[src/rtl/rect_plot_scheduler.sv]
// rect_plot_scheduler: round-robin owner of the VGA plot port.
// Latches one requester's rectangle and rasters it one pixel per clock.
module rect_plot_scheduler #(
  parameter int NREQ  = 3,
  parameter int SCR_W = 160,
  parameter int SCR_H = 120
) (
  input  logic              CLOCK_50,
  input  logic              reset,
  input  logic [NREQ-1:0]   req,
  input  logic [NREQ*8-1:0] rect_x,
  input  logic [NREQ*7-1:0] rect_y,
  input  logic [NREQ*8-1:0] rect_w,
  input  logic [NREQ*7-1:0] rect_h,
  input  logic [NREQ*3-1:0] rect_color,
  output logic [NREQ-1:0]   grant,
  output logic [NREQ-1:0]   done,
  output logic              busy,
  output logic [7:0]        VGA_X,
  output logic [6:0]        VGA_Y,
  output logic [2:0]        VGA_COLOR,
  output logic              plot
);

  localparam int IW = $clog2(NREQ);
  localparam logic [8:0] XLIM = 9'(SCR_W);
  localparam logic [7:0] YLIM = 8'(SCR_H);

  typedef enum logic [1:0] {
    IDLE,
    DRAW,
    DONE
  } state_t;

  state_t state, state_nx;

  logic [IW-1:0]   last;
  logic [IW-1:0]   sel;
  logic            found;
  logic [NREQ-1:0] sel_oh;

  logic [7:0] sx, sw;
  logic [6:0] sy, sh;
  logic [2:0] sc;
  logic       empty_sel;

  logic [7:0] x0, w0, cx;
  logic [6:0] y0, h0, cy;
  logic [2:0] c0;

  logic [8:0] px;
  logic [7:0] py;
  logic       last_px;

  // Round-robin search: first set req after the last winner.
  always_comb begin
    int j;
    found = 1'b0;
    sel   = last;
    j     = 0;
    for (int k = 1; k <= NREQ; k++) begin
      j = (int'(last) + k) % NREQ;
      if (!found && req[j]) begin
        found = 1'b1;
        sel   = IW'(j);
      end
    end
  end

  // Pick out the winning requester's rectangle fields.
  always_comb begin
    sx = '0;
    sy = '0;
    sw = '0;
    sh = '0;
    sc = '0;
    for (int i = 0; i < NREQ; i++) begin
      if (sel == IW'(i)) begin
        sx = rect_x[i*8 +: 8];
        sy = rect_y[i*7 +: 7];
        sw = rect_w[i*8 +: 8];
        sh = rect_h[i*7 +: 7];
        sc = rect_color[i*3 +: 3];
      end
    end
  end

  assign sel_oh    = {{(NREQ-1){1'b0}}, 1'b1} << sel;
  assign empty_sel = (sw == 8'd0) || (sh == 7'd0);

  // Widened coordinates so off-screen pixels never wrap back on.
  assign px      = {1'b0, x0} + {1'b0, cx};
  assign py      = {1'b0, y0} + {1'b0, cy};
  assign last_px = (cx == w0 - 8'd1) && (cy == h0 - 7'd1);

  // State register.
  always_ff @(posedge CLOCK_50 or posedge reset) begin
    if (reset) state <= IDLE;
    else       state <= state_nx;
  end

  // Next-state selection.
  always_comb begin
    state_nx = state;
    unique case (state)
      IDLE: begin
        if (found) state_nx = empty_sel ? DONE : DRAW;
      end
      DRAW: begin
        if (last_px) state_nx = DONE;
      end
      DONE:    state_nx = IDLE;
      default: state_nx = IDLE;
    endcase
  end

  // Registered outputs, latched rectangle and raster counters.
  always_ff @(posedge CLOCK_50 or posedge reset) begin
    if (reset) begin
      last      <= IW'(NREQ - 1);
      grant     <= '0;
      done      <= '0;
      busy      <= 1'b0;
      VGA_X     <= '0;
      VGA_Y     <= '0;
      VGA_COLOR <= '0;
      plot      <= 1'b0;
      x0        <= '0;
      y0        <= '0;
      w0        <= '0;
      h0        <= '0;
      c0        <= '0;
      cx        <= '0;
      cy        <= '0;
    end else begin
      unique case (state)
        IDLE: begin
          plot <= 1'b0;
          done <= '0;
          if (found) begin
            x0    <= sx;
            y0    <= sy;
            w0    <= sw;
            h0    <= sh;
            c0    <= sc;
            cx    <= '0;
            cy    <= '0;
            last  <= sel;
            grant <= sel_oh;
            busy  <= 1'b1;
            if (empty_sel) done <= sel_oh;
          end
        end
        DRAW: begin
          VGA_X     <= px[7:0];
          VGA_Y     <= py[6:0];
          VGA_COLOR <= c0;
          plot      <= (px < XLIM) && (py < YLIM);
          if (cx == w0 - 8'd1) begin
            cx <= '0;
            cy <= cy + 7'd1;
          end else begin
            cx <= cx + 8'd1;
          end
          if (last_px) done <= grant;
        end
        DONE: begin
          plot  <= 1'b0;
          done  <= '0;
          grant <= '0;
          busy  <= 1'b0;
        end
        default: begin
          plot  <= 1'b0;
          done  <= '0;
          grant <= '0;
          busy  <= 1'b0;
        end
      endcase
    end
  end

endmodule

[config.mk]
export PLATFORM = sky130hd
export DESIGN_NAME = rect_plot_scheduler
export DESIGN_NICKNAME = d
export VERILOG_FILES = /design/src/rtl/rect_plot_scheduler.sv
export SDC_FILE = /design/constraint.sdc
export NUM_CORES = 1
export LEC_CHECK = 0
export CAP_MARGIN = 20
export CORE_ASPECT_RATIO = 0.8
export CORE_MARGIN = 2
export CORE_UTILIZATION = 35
export CTS_CLUSTER_SIZE = 14
export DETAILED_ROUTE_END_ITERATION = 10
export PLACE_DENSITY = 0.66
export REMOVE_ABC_BUFFERS = 1
export SYNTH_ARGS = -nofsm -noshare
export SYNTH_HDL_FRONTEND = slang
export SYNTH_SLANG_ARGS = --single-unit
[constraint.sdc]
create_clock -name CLOCK_50 -period 3.1 [get_ports CLOCK_50]
set_input_delay 0.62 -clock CLOCK_50 [delete_from_list [all_inputs] [get_ports CLOCK_50]]
set_output_delay 0.62 -clock CLOCK_50 [all_outputs]
set_load 0.03 [all_outputs]
======== After elaboration in Yosys (flattened, before gate mapping) ========
Cells that the tools add are included.
storage, ports and cells
  flip-flop bits (word level) ............. 78
  latch bits .............................. 0
  memory bits (writable) .................. 0
  bits in read-only memories .............. 0
  bits of input ports ..................... 104
  output and inout port bits .............. 26
  logic and storage cells ................. 109
  memories ................................ 0
operators by class
  add/sub/neg operators ................... 9
  $mul .................................... 0
  divide/modulo/power cells ............... 3
  order comparisons ....................... 5
  eq/ne operators ......................... 8
  shifts and indexed selects .............. 1
  muxes and demuxes ....................... 49
  bitwise logic cells ..................... 1
  reduce and logical (&&, ||, !) cells .... 17
operator list
  cell                     number
  $lt A32 B4 Y1 const B    3
  $mod A32 B3 Y32 const B  3
  $mux W8                  8
  $mux W7                  8
  $mux W3                  7
  $pmux W8 S2              1
  $pmux W7 S2              1
  $mux W2                  6
  $pmux W3 S2              2
  $mux W1                  11
  $add A8 B8 Y9            1
  $lt A9 B8 Y1 const B     1
  $add A7 B7 Y8            1
  $add A8 B1 Y8 const B    1
  $eq A8 B8 Y1             1
  $logic_not A8 Y1         1
  $lt A8 B7 Y1 const B     1
  $reduce_and A2 Y1        4
  $sub A8 B1 Y8 const B    1
  $add A7 B1 Y7 const B    1
  $eq A7 B7 Y1             1
  $logic_not A7 Y1         1
  $sub A7 B1 Y7 const B    1
  $add A2 B2 Y3 const B    2
  other kinds (15)         25

======== Longest topological paths before layout ========
Gate-level depths: netlist (run 1).
  depth in word-level cells ............... 21
  mapped depth ............................ 15
  gate-level depth less buffers ........... 11

======== Worst setup path after synthesis (run 1) ========
No wires, ideal clock.
  path kind ............................... reg2reg
  from .................................... register last[1]
  to ...................................... register state[0]
  data arrival time ....................... 2.900 ns
  path slack .............................. 0.082 ns
  stages on the path, launching flop included .. 12
  period minus slack after synthesis ...... 3.018 ns
  path through ............................ dfstp_2 -> ha_1 -> buf_2 -> a21o_1 -> a2111o_1 -> buf_2 -> nand4_1 -> o211ai_1 -> a22o_1 -> or4_1 -> o22a_1 -> a21bo_1
on the way
  word-level cells in the longest chain between the ends .. 21
  elaborated cells between the ends (all ways) .. 42
ends and longest elaborated chain
  element                                                      line  source
  start: declaration                                           37    logic [IW-1:0] last;
  start signal: assignment                                     120   last <= IW'(NREQ - 1);
  start signal: assignment                                     148   last <= sel;
  $add A2 B1 Y3                                                62    j = (int'(last) + k) % NREQ;
  $mod A32 B3 Y32                                              62
  $bmux W1 S2                                                  63    if (!found && req[j]) begin
  $mux W1 (implied by the code) (2 in a row)                   63
  $mux W1                                                      63
  $logic_not A1 Y1                                             63
  $logic_and A1 B1 Y1                                          63
  $mux W1                                                      63
  $logic_not A1 Y1                                             63
  $logic_and A1 B1 Y1                                          63
  $mux W2                                                      63
  $logic_not A2 Y1                                             78    if (sel == IW'(i)) begin
  $mux W8 / $mux W7 (equally long branches) (3 in a row)       78
  $logic_not A8 Y1 / $logic_not A7 Y1 (equally long branches)  89    assign empty_sel = (sw == 8'd0) || (sh == 7'd0);
  $logic_or A1 B1 Y1                                           89
  $mux W2 (2 in a row)                                         107   if (found) state_nx = empty_sel ? DONE : DRAW;
  $pmux W2 S2                                                  105   unique case (state)
  end signal: assignment                                       99    else state <= state_nx;
  end: declaration                                             35    state_t state, state_nx;
Parallel ways exist; a longest one is shown, timed or not. The select of a mux whose other input is x is not followed.
A chain may end at the register's enable or synchronous reset.

======== Worst setup path after layout (run 1) ========
Ends and elaborated chain as after synthesis.

==> results of run 1 <==
-- stage by stage --
step           cell area [um^2]  total power, mW  hold slack, ns  setup TNS [ns]
4_1_cts                    7810             8.22           0.472               0
2_1_floorplan              5260             4.72           0.439          -22.19
3_5_place_dp               7480             7.13           0.458           -9.46
6_report                   7900             8.30           0.465               0
3_3_place_gp               7480             7.05           0.452           -6.67
5_1_grt                    7900             9.02           0.504          -0.115
-- registers in the layout (all words and copies together), names as in the netlist --
name	cells
VGA_X	8
cx	8
w0	8
x0	8
VGA_Y	7
cy	7
h0	7
y0	7
VGA_COLOR	3
c0	3
done	3
grant	3
last	2
state	2
busy	1
plot	1
-- worst max-delay path: stages, from the launching register on --
cell      delay, ns
dfstp_2        0.56
inv_2          0.06
ha_4           0.18
buf_4          0.14
nor4bb_1       0.26
o21ai_1        0.15
buf_4          0.16
nand4_2        0.10
a221oi_4       0.11
a22o_1         0.27
or4_4          0.54
o22a_4         0.22
a21bo_1        0.19
-- cell families after synthesis --
logic type / Yosys count
AOI/OAI and AO/OA: 215
and+or+nand+nor: 245
adders and majority gates: 24
DFF: 78
xor gates and xnor gates: 33
buffers and inverters: 71
muxes: 8
-- routing by layer --
| metal | routed length [um] | GRT usage | share of wire |
|---|---|---|---|
| met5 | 0 | 0 | 0 |
| met4 | 138 | 0.0444 | 0.0088 |
| met3 | 739 | 0.0351 | 0.047 |
| met2 | 7380 | 0.322 | 0.47 |
| met1 | 7500 | 0.267 | 0.48 |
-- cell usage in the layout (no fill, tap or decap), drive strengths merged, types with 13 or more instances in the layout --
cell type / instances
a21boi: 15
nand4: 18
o21ai: 81
a21oi: 48
buf: 88
o211ai: 14
ha: 21
clkbuf: 15
xnor2: 13
nor2: 34
xor2: 20
nand3: 27
clkdlybuf4s50: 127
dfrtp: 77
inv: 25
nand2: 118
-- what timing repair did --
item                                    4_1_cts  5_1_grt
pin swaps                                     6        9
endpoints found under the setup margin        7       40
buffers inserted                              2        5
resized for setup                            10       12
-- report_power, final --
part	switching [mW]	internal (mW)	leakage [nW]
registers	0.353	1.44	0.995
clock network	0.383	0.581	0.133
logic	3.00	2.54	2.31
total	3.74	4.56	3.44
-- how the worst min path moves through the flow --
stage	end	slack (ns)
finish	VGA_COLOR[0]	0.47
global route	VGA_COLOR[2]	0.50
CTS	VGA_COLOR[0]	0.47
detailed placement	VGA_COLOR[0]	0.46
global placement	VGA_COLOR[2]	0.45
floorplan	VGA_COLOR[0]	0.44
-- layout make-up --
type	instances	area [um^2]
clock buffer	14	264
timing repair buffer	218	2000
sequential	78	1950
multi-input combinational	525	3310
tap	210	263
inverter	26	98.8
fill	1474	7220
clock inverter	1	5.00
==> out/qor.yml, run 1 <==
cp-start-kind: "flop"
die_h_um: 116
async_reset_ff_frac: 1.00
cts.reportedPaths.clkPinSlew_ns: 0.06
timing.final.crit_period_ns: 3.08
hp-start: "c0[0]"
period_share: 0.992
cts_made_buffers: 9
utilization: 0.522
port_buffers: 129
regToRegSetupSlack_ns: 0.02
synth_cell_types: 64
top_level_ports: 130
setup.worst_path.class: "flop to flop"
synth.area.mux_share: 0.0156
ys_warn_count: 0
power.density_nw_per_um2: 1050
maxSlewViolCount: 0
grt_pass1_vias: 5328
synthTopCellsByCount: "nand2_1 (118), dfrtp_1 (77), o21ai_0 (77)"
r2r-end: "state[0]"
die_w_um: 144
synth_top_area_share: 0.353
worstPathArrival_ns: 3.30
required_ns: 3.32
p_leak_nw: 3.44
setup_viol: 0
areaGrowthSynthToFinish_pct: 44.8
diodes: 0
reg2reg_depth: 12
drc: 0
grt_setup_unrepaired: "yes"
synth_area_leaders: "dfrtp_1 (35%), nand2_1 (8.1%), o21ai_0 (7.1%)"
synth_compound_area_frac: 0.247
hold_path_class: "flop to flop"
viasPerCell: 5.14
holdBufCountCts: 0
cap_violations: 0
h-tree-depth: 3
status: "complete, no violations"
row_count: 40
clk_path_buf_depth: 2
layout-drive-gt1-share: 0.154
synth_edf_count: 0
synth-simple-area-share: 0.214
synth_ff_type: "dfrtp_1"
ys_ff_latch: 78
root_buffer: "clkbuf_16"
synth_adder_area_share: 0.0574
cts_sinks: 78
r2r_start: "last[1]"
fp.dieArea_um2: 16600
grt_max_degree: 61
dp.cells: 1050
antenna_found_initial: 0
wl_per_cell_um: 14.7
whs_path_depth: 2
fin_skew_ns: 0.00752
fp.coreArea_um2: 15100
start_util: 0.361
via_count: 5513
synth_top_area_cell: "dfrtp_1"
synth_top_family_by_area: "compound AO/OA/AOI/OAI gates"
final_nets: 985
drt-total-wl_um: 15800
grt.overflow.total: 0
cp-end-kind: "flop"
synth_xor_area_frac: 0.0530
cts_tree: "built"
pre_cts_ws_ns: -0.457
final_hold_viol_count: 0
antenna_left: 0
dpl.hpwl_um: 12200
syn_area_per_cell_um2: 8.09
fin_cells: 1072
critPathMaxFanout: 8
startpoint: "last[1]"
insertion_delay_ns: 0.34
fmax_ghz: 0.325
syn_area_um2: 5450
tightest_slew_ns: 0.677
ys_seq_area_frac: 0.358
worst_slack_ns: 0.0249
endpoint: "state[0]"
relSlewSlack: 0.549
synth_most_common_cell: "nand2_1"
drtIter0Drc: 377
synthCells: 674
peakVddDrop_mv: 0.417
grt_pass1_wl_um: 25700
gp_congestion: 0.865
drt-pass1-iter-count: 5
track_usage: 0.195
(Power assumes the default switching activity.)
==> run 2, diff against run 1 <==
--- a/config.mk
+++ b/config.mk
@@ -5,7 +5,6 @@
 export SDC_FILE = /design/constraint.sdc
 export NUM_CORES = 1
 export LEC_CHECK = 0
-export CAP_MARGIN = 20
 export CORE_ASPECT_RATIO = 0.8
 export CORE_MARGIN = 2
 export CORE_UTILIZATION = 35
==> results of run 2 <==
Final layout, timing and power as in run 1 (identical DEF).
